==> src/rtl/vmem_fill_if.sv <==
// Bus bundle between a fill-engine client and vmem_fill_engine.
//   master : drives fill requests (start/abort/rectangle/color) and the host
//            byte-write port; observes status and the framebuffer write port.
//   slave  : the fill engine itself.
// Signals:
//   start, abort            fill request / cancel
//   x0, y0, w, h            rectangle origin and size in pixels
//   color                   RGB332 fill value
//   host_wr/addr/data       host byte write, passed through with priority
//   busy, done, clipped     engine status
//   cpu_wr/addr/data        registered framebuffer byte-write port
interface vmem_fill_if;
    logic        start;
    logic        abort;
    logic [9:0]  x0;
    logic [9:0]  y0;
    logic [9:0]  w;
    logic [9:0]  h;
    logic [7:0]  color;
    logic        host_wr;
    logic [31:0] host_addr;
    logic [7:0]  host_data;
    logic        busy;
    logic        done;
    logic        clipped;
    logic        cpu_wr;
    logic [31:0] cpu_addr;
    logic [7:0]  cpu_data;

    modport master (
        output start, abort, x0, y0, w, h, color, host_wr, host_addr, host_data,
        input  busy, done, clipped, cpu_wr, cpu_addr, cpu_data
    );

    modport slave (
        input  start, abort, x0, y0, w, h, color, host_wr, host_addr, host_data,
        output busy, done, clipped, cpu_wr, cpu_addr, cpu_data
    );
endinterface

==> src/rtl/vmem_fill_engine.sv <==
// Rectangle fill engine in front of the H_RES x V_RES byte-per-pixel
// framebuffer. Writes one RGB332 pixel per clock, in raster order, into the
// rectangle clipped to the screen. Host byte writes pass straight through to
// the framebuffer port with priority and stall the engine for that cycle.
// Ports:
//   cpu_clk  clock shared with the framebuffer write port
//   reset    asynchronous, active-high
//   bus      vmem_fill_if.slave: request/rectangle/color inputs, host write
//            port, busy/done/clipped status, registered cpu_wr/addr/data
module vmem_fill_engine #(
    parameter int H_RES = 640,
    parameter int V_RES = 400
) (
    input  logic       cpu_clk,
    input  logic       reset,
    vmem_fill_if.slave bus
);
    // Framebuffer addresses never reach H_RES*V_RES, so this width holds them all.
    localparam int              AW     = $clog2(H_RES * V_RES);
    localparam logic [AW-1:0]   STRIDE = AW'(H_RES);
    localparam logic [10:0]     H_LIM  = 11'(H_RES);
    localparam logic [10:0]     V_LIM  = 11'(V_RES);

    typedef enum logic [1:0] {
        IDLE,
        SETUP,
        FILL,
        DONE
    } state_t;

    state_t        state_q;
    state_t        state_d;

    // Request captured on the accepted start edge.
    logic [9:0]    x0_q;
    logic [9:0]    y0_q;
    logic [9:0]    w_q;
    logic [9:0]    h_q;
    logic [7:0]    color_q;

    // Walk state for the clipped rectangle.
    logic [10:0]   ew_m1_q;
    logic [10:0]   eh_m1_q;
    logic [10:0]   col_q;
    logic [10:0]   row_q;
    logic [AW-1:0] row_base_q;

    logic          clipped_q;
    logic          cpu_wr_q;
    logic [31:0]   cpu_addr_q;
    logic [7:0]    cpu_data_q;

    // Clip arithmetic, evaluated from the latched request during SETUP.
    logic [10:0]   x0_e;
    logic [10:0]   y0_e;
    logic [10:0]   w_e;
    logic [10:0]   h_e;
    logic [10:0]   room_x;
    logic [10:0]   room_y;
    logic [10:0]   ew;
    logic [10:0]   eh;
    logic          invalid;
    logic          clip_now;
    logic [AW-1:0] base;

    logic          accept;
    logic          issue;
    logic          last_pix;
    logic [AW-1:0] pix_addr;

    assign accept   = (state_q == IDLE) && bus.start;
    assign pix_addr = row_base_q + AW'(col_q);

    always_comb begin
        x0_e    = {1'b0, x0_q};
        y0_e    = {1'b0, y0_q};
        w_e     = {1'b0, w_q};
        h_e     = {1'b0, h_q};
        invalid = (x0_e >= H_LIM) | (y0_e >= V_LIM) | (w_e == 11'd0) | (h_e == 11'd0);
        // room_* is only meaningful when the origin is on screen; an
        // off-screen origin is already flagged invalid and forces ew/eh to 0.
        room_x  = H_LIM - x0_e;
        room_y  = V_LIM - y0_e;
        ew      = (w_e < room_x) ? w_e : room_x;
        eh      = (h_e < room_y) ? h_e : room_y;
        if (invalid) begin
            ew = 11'd0;
            eh = 11'd0;
        end
        clip_now = invalid | (ew != w_e) | (eh != h_e);
        base     = AW'(y0_q) * STRIDE + AW'(x0_q);
    end

    always_comb begin
        state_d  = state_q;
        issue    = 1'b0;
        last_pix = (row_q == eh_m1_q) && (col_q == ew_m1_q);
        case (state_q)
            IDLE: begin
                if (bus.start) state_d = SETUP;
            end
            SETUP: begin
                if (bus.abort)    state_d = IDLE;
                else if (invalid) state_d = DONE;
                else              state_d = FILL;
            end
            FILL: begin
                // A host write owns the output register this cycle, so the
                // engine simply holds its position and retries next cycle.
                if (bus.abort) begin
                    state_d = IDLE;
                end else if (!bus.host_wr) begin
                    issue = 1'b1;
                    if (last_pix) state_d = DONE;
                end
            end
            DONE: begin
                state_d = IDLE;
            end
            default: begin
                state_d = IDLE;
            end
        endcase
    end

    always_ff @(posedge cpu_clk or posedge reset) begin
        if (reset) state_q <= IDLE;
        else       state_q <= state_d;
    end

    always_ff @(posedge cpu_clk) begin
        if (accept) begin
            x0_q    <= bus.x0;
            y0_q    <= bus.y0;
            w_q     <= bus.w;
            h_q     <= bus.h;
            color_q <= bus.color;
        end
    end

    // Row base is kept as a running sum so no multiply sits in the fill path.
    always_ff @(posedge cpu_clk) begin
        if (state_q == SETUP) begin
            row_base_q <= base;
            col_q      <= 11'd0;
            row_q      <= 11'd0;
            ew_m1_q    <= ew - 11'd1;
            eh_m1_q    <= eh - 11'd1;
        end else if (issue) begin
            if (col_q == ew_m1_q) begin
                col_q      <= 11'd0;
                row_q      <= row_q + 11'd1;
                row_base_q <= row_base_q + STRIDE;
            end else begin
                col_q      <= col_q + 11'd1;
            end
        end
    end

    always_ff @(posedge cpu_clk or posedge reset) begin
        if (reset) begin
            clipped_q <= 1'b0;
        end else if (accept) begin
            clipped_q <= 1'b0;
        end else if (state_q == SETUP) begin
            clipped_q <= clip_now;
        end
    end

    always_ff @(posedge cpu_clk or posedge reset) begin
        if (reset) begin
            cpu_wr_q   <= 1'b0;
            cpu_addr_q <= 32'd0;
            cpu_data_q <= 8'd0;
        end else if (bus.host_wr) begin
            cpu_wr_q   <= 1'b1;
            cpu_addr_q <= bus.host_addr;
            cpu_data_q <= bus.host_data;
        end else if (issue) begin
            cpu_wr_q   <= 1'b1;
            cpu_addr_q <= 32'(pix_addr);
            cpu_data_q <= color_q;
        end else begin
            cpu_wr_q   <= 1'b0;
        end
    end

    assign bus.busy     = (state_q != IDLE);
    assign bus.done     = (state_q == DONE);
    assign bus.clipped  = clipped_q;
    assign bus.cpu_wr   = cpu_wr_q;
    assign bus.cpu_addr = cpu_addr_q;
    assign bus.cpu_data = cpu_data_q;
endmodule

==> src/flat_wrapper.sv <==
// flat-port wrapper written by rule: the top's interface ports become plain ports
module vmem_fill_engine_flat 
#(
    parameter int H_RES = 640,
    parameter int V_RES = 400
)
  (cpu_clk, reset, bus_start, bus_abort, bus_x0, bus_y0, bus_w, bus_h, bus_color, bus_host_wr, bus_host_addr, bus_host_data, bus_busy, bus_done, bus_clipped, bus_cpu_wr, bus_cpu_addr, bus_cpu_data);
  vmem_fill_if bus_i ();
  input  logic cpu_clk;
  input  logic reset;
  input wire logic [$bits(bus_i.start)-1:0] bus_start;
  input wire logic [$bits(bus_i.abort)-1:0] bus_abort;
  input wire logic [$bits(bus_i.x0)-1:0] bus_x0;
  input wire logic [$bits(bus_i.y0)-1:0] bus_y0;
  input wire logic [$bits(bus_i.w)-1:0] bus_w;
  input wire logic [$bits(bus_i.h)-1:0] bus_h;
  input wire logic [$bits(bus_i.color)-1:0] bus_color;
  input wire logic [$bits(bus_i.host_wr)-1:0] bus_host_wr;
  input wire logic [$bits(bus_i.host_addr)-1:0] bus_host_addr;
  input wire logic [$bits(bus_i.host_data)-1:0] bus_host_data;
  output wire logic [$bits(bus_i.busy)-1:0] bus_busy;
  output wire logic [$bits(bus_i.done)-1:0] bus_done;
  output wire logic [$bits(bus_i.clipped)-1:0] bus_clipped;
  output wire logic [$bits(bus_i.cpu_wr)-1:0] bus_cpu_wr;
  output wire logic [$bits(bus_i.cpu_addr)-1:0] bus_cpu_addr;
  output wire logic [$bits(bus_i.cpu_data)-1:0] bus_cpu_data;
  assign bus_i.start = bus_start;
  assign bus_i.abort = bus_abort;
  assign bus_i.x0 = bus_x0;
  assign bus_i.y0 = bus_y0;
  assign bus_i.w = bus_w;
  assign bus_i.h = bus_h;
  assign bus_i.color = bus_color;
  assign bus_i.host_wr = bus_host_wr;
  assign bus_i.host_addr = bus_host_addr;
  assign bus_i.host_data = bus_host_data;
  assign bus_busy = bus_i.busy;
  assign bus_done = bus_i.done;
  assign bus_clipped = bus_i.clipped;
  assign bus_cpu_wr = bus_i.cpu_wr;
  assign bus_cpu_addr = bus_i.cpu_addr;
  assign bus_cpu_data = bus_i.cpu_data;
  vmem_fill_engine #(.H_RES(H_RES), .V_RES(V_RES)) u_core (.cpu_clk(cpu_clk), .reset(reset), .bus(bus_i));
endmodule
==> config.mk <==
export PLATFORM = sky130hd
export DESIGN_NAME = vmem_fill_engine_flat
export DESIGN_NICKNAME = d
export VERILOG_FILES = /design/src/rtl/vmem_fill_if.sv /design/src/rtl/vmem_fill_engine.sv /design/src/flat_wrapper.sv
export SDC_FILE = /design/constraint.sdc
export NUM_CORES = 1
export LEC_CHECK = 0
export CAP_MARGIN = 20
export CORE_AREA = 2 2 134 136
export DETAILED_ROUTE_END_ITERATION = 8
export DIE_AREA = 0 0 136 138
export HOLD_SLACK_MARGIN = 0.05
export PLACE_DENSITY_LB_ADDON = 0.25
export SKIP_CTS_REPAIR_TIMING = 1
export SLEW_MARGIN = 20
export SYNTH_ARGS = -nofsm -noshare
export SYNTH_HDL_FRONTEND = slang
export SYNTH_SLANG_ARGS = --single-unit
==> constraint.sdc <==
create_clock -name cpu_clk -period 5.35 [get_ports cpu_clk]
set_input_delay 0.8025 -clock cpu_clk [delete_from_list [all_inputs] [get_ports cpu_clk]]
set_output_delay 0.8025 -clock cpu_clk [all_outputs]
set_load 0.1 [all_outputs]
==> results_dict.tcl <==
set metrics [dict create \
    busiest_layer "met2" \
    min_period_over_period 0.8452 \
    synth-simple-area-share 0.1825 \
    rsz0062_at_grt "no" \
    synth-main-ff-cell "edfxtp_1" \
    crit_arrival_ns 4.69 \
    worst_slew_pin_slew_ns 1.014 \
    syn_area_mm2 0.009475 \
    htreeDepth 4 \
    grt_pass1_wl_um 36150 \
    numCtsBuffers 17 \
    drive_above_1_share 0.06031 \
    fin_skew_ns 0.007095 \
    finalHoldViolCount 0 \
    reg2reg_depth 16 \
    startpoint_type "register" \
    stdcell_count 1340 \
    slew_headroom 0.3218 \
    routed_wirelength_um 22240 \
    place.gp.congestion 0.9492 \
    use_met3 0.04327 \
    slew_violations 0 \
    synth-xor-area-share 0.09441 \
    dp_cells 1308 \
    grt_pass1_vias 7251 \
    cts_buffer_depth 2 \
    final.setup.tns_ns 0 \
    ant_nets 0 \
    grt_usage 0.2419 \
    core.rowCount 49 \
    path_class "register to register" \
    ir_drop_v 0.0002517 \
    vias 7603 \
    fp.dieW_um 136 \
    drc_errors 0 \
    grt_max_degree 93 \
    avgRoutedWirePerCell_um 16.60 \
    leakage_nw 4.572 \
    synth_mux_area_frac 0.04146 \
    die-area_mm2 0.01877 \
    reg2reg_to "u_core.ew_m1_q[6]" \
    antenna_found_initial 0 \
    fin_nets 1248 \
    yosysWarnings 0 \
    yosysSeqAreaShare 0.4416 \
    synth-compound-area-share 0.1289 \
    p_per_area_mw_per_mm2 443.3 \
    root_buffer "clkbuf_16" \
    power_mw 5.143 \
    grt_overflow_total 0 \
    synth_seq_cells 154 \
    grtUsageMet1 0.3249 \
    avgSynthCellArea_um2 9.738 \
    io_pins 137 \
    hold_depth 2 \
    max_freq_mhz 221.1 \
    reg2reg_slack_ns 0.83 \
    min_from "u_core.row_q[5]" \
    setup_viol 0 \
    synth-edff-count 88 \
    reg2reg_from "u_core.x0_q[0]" \
    coreArea_mm2 0.01753 \
    fillCellCount 1437 \
    area_growth_pct 22.46 \
    die_h_um 138 \
    status "finished clean" \
    cts_tree "done" \
    syn_inst 973 \
    synth_top_family_by_area "simple AND/OR/NAND/NOR gates" \
    drt_iter0_drc 486 \
    fin_crit_ns 4.522 \
    worst_skew_pair.late_latency_ns 0.43 \
    holdWs_ns 0.5108 \
    dpl.hpwl_um 16250 \
    hold_end "u_core.row_q[5]" \
    maxCapViolCount 0 \
    antenna-diode-count 0 \
    use_met2 0.3893 \
    worstSetupEndpointType "register" \
    synthAdderAreaFrac 0.07764 \
    async_flop_share 0.2857 \
    hold_class "register to register" \
    cts_sinks 154 \
    port_buffers 136 \
    crit_fanout 10 \
    critPathRequiredTime_ns 5.52 \
    via_per_inst 5.674 \
    clkSlewWorstSetupHoldPaths_ns 0.06 \
    syn-num-nets 1123 \
    dr.pass1.iters 5 \
    yosys.cell_types.count 67 \
    initial_utilization 0.5404 \
]
==> area by class of cell <==
type                    count  area (um2)  area share
clock buffers              17       425.4     0.03666
clock inverters            15       128.9     0.01111
repair buffers            146        1431      0.1234
multi-input cells         738        4994      0.4303
well taps                 229       286.5     0.02469
flip-flops and latches    154        4184      0.3606
inverters                  41       153.9     0.01326
==> metrics by stage <==
stage          utilization  instance area, um2  setup slack, ns
2_1_floorplan            -                9475           0.6771
3_3_place_gp        0.6302               11050            1.037
3_5_place_dp        0.6302               11050           0.9256
4_1_cts             0.6618               11600           0.8573
5_1_grt             0.6618               11600           0.2756
6_report            0.6618               11600           0.8279
==> synth_stat cells (15+ instances only) <==
cell | instances | share of area
clkbuf_1 | 32 | 0.013
nand2_1 | 101 | 0.040
nand4_1 | 18 | 0.012
nor3_1 | 29 | 0.015
inv_1 | 41 | 0.016
a21oi_1 | 50 | 0.026
or3_1 | 15 | 0.0099
ha_1 | 54 | 0.071
xor2_1 | 46 | 0.043
dfrtp_1 | 44 | 0.12
xnor2_1 | 51 | 0.047
nand3_1 | 20 | 0.011
edfxtp_1 | 88 | 0.28
nor2_1 | 63 | 0.025
mux2i_1 | 28 | 0.030
dfxtp_1 | 22 | 0.046
o21ai_0 | 79 | 0.042
==> state kept, by name (all words and copies together), names as in the netlist <==
signal               cells
u_core.bus.clipped       1
u_core.bus.cpu_addr     32
u_core.bus.cpu_data      8
u_core.bus.cpu_wr        1
u_core.col_q            11
u_core.color_q           8
u_core.eh_m1_q          11
u_core.ew_m1_q          11
u_core.h_q              10
u_core.row_base_q       18
u_core.row_q            11
u_core.state_q           2
u_core.w_q              10
u_core.x0_q             10
u_core.y0_q             10
==> power by group <==
part	total (mW)	internal (mW)	switching, mW
Sequential	1.85	1.60	0.248
Clock	1.14	0.611	0.529
Combinational	2.15	0.801	1.35
Total	5.14	3.01	2.13
==> worst max-delay path by stage <==
stage	end	depth (start not counted)	slack, ns	from
floorplan	u_core.eh_m1_q[6]	18	0.68	u_core.y0_q[0]
global placement	u_core.eh_m1_q[6]	16	1.04	u_core.y0_q[0]
detailed placement	u_core.eh_m1_q[4]	15	0.93	u_core.y0_q[0]
CTS	u_core.ew_m1_q[6]	14	0.86	u_core.x0_q[5]
global route	u_core.eh_m1_q[4]	17	0.28	u_core.y0_q[0]
finish	u_core.ew_m1_q[6]	16	0.83	u_core.x0_q[0]
==> kinds of logic after synthesis <==
| logic type | Yosys count |
|---|---|
| buffers and inverters | 81 |
| XOR/XNOR | 99 |
| AO/OA/AOI/OAI | 202 |
| multiplexers | 38 |
| flip-flops | 154 |
| AND/OR/NAND/NOR | 342 |
| adder cells (fa/ha/maj) | 57 |
==> worst max-delay path, cell delays in order, from the launching register on <==
cell	delay, ns
edfxtp_1	0.56
inv_1	0.14
ha_1	0.23
nand2b_1	0.20
nor4_1	0.39
xor2_1	0.43
ha_1	0.33
o21ai_0	0.19
o21ai_0	0.12
a211oi_1	0.43
o31ai_4	0.16
mux2_2	0.29
nand2_1	0.09
ha_1	0.26
nand2_1	0.11
nor3b_1	0.25
a211oi_1	0.08
==> layout by cell type (no fill, tap or decap), drive strengths merged, types with 15 or more instances in the layout <==
master         instances
dfrtp                 44
clkbuf                17
a21oi                 50
nand2                101
or3                   15
xnor2                 51
ha                    54
o21ai                 81
dfxtp                 22
clkdlybuf4s50        135
nand3                 20
inv                   51
edfxtp                88
mux2i                 28
nand4                 18
nor2                  63
nor3                  30
xor2                  46
==> routing by layer <==
layer  vias up  wire [um]  share of wire
li1       3766          -              -
met1      3527       9878           0.44
met2       267      10370           0.47
met3        43       1406          0.063
met4         0        580          0.026
met5         -          0              0
Note: power is estimated with default switching activity, not from simulation.
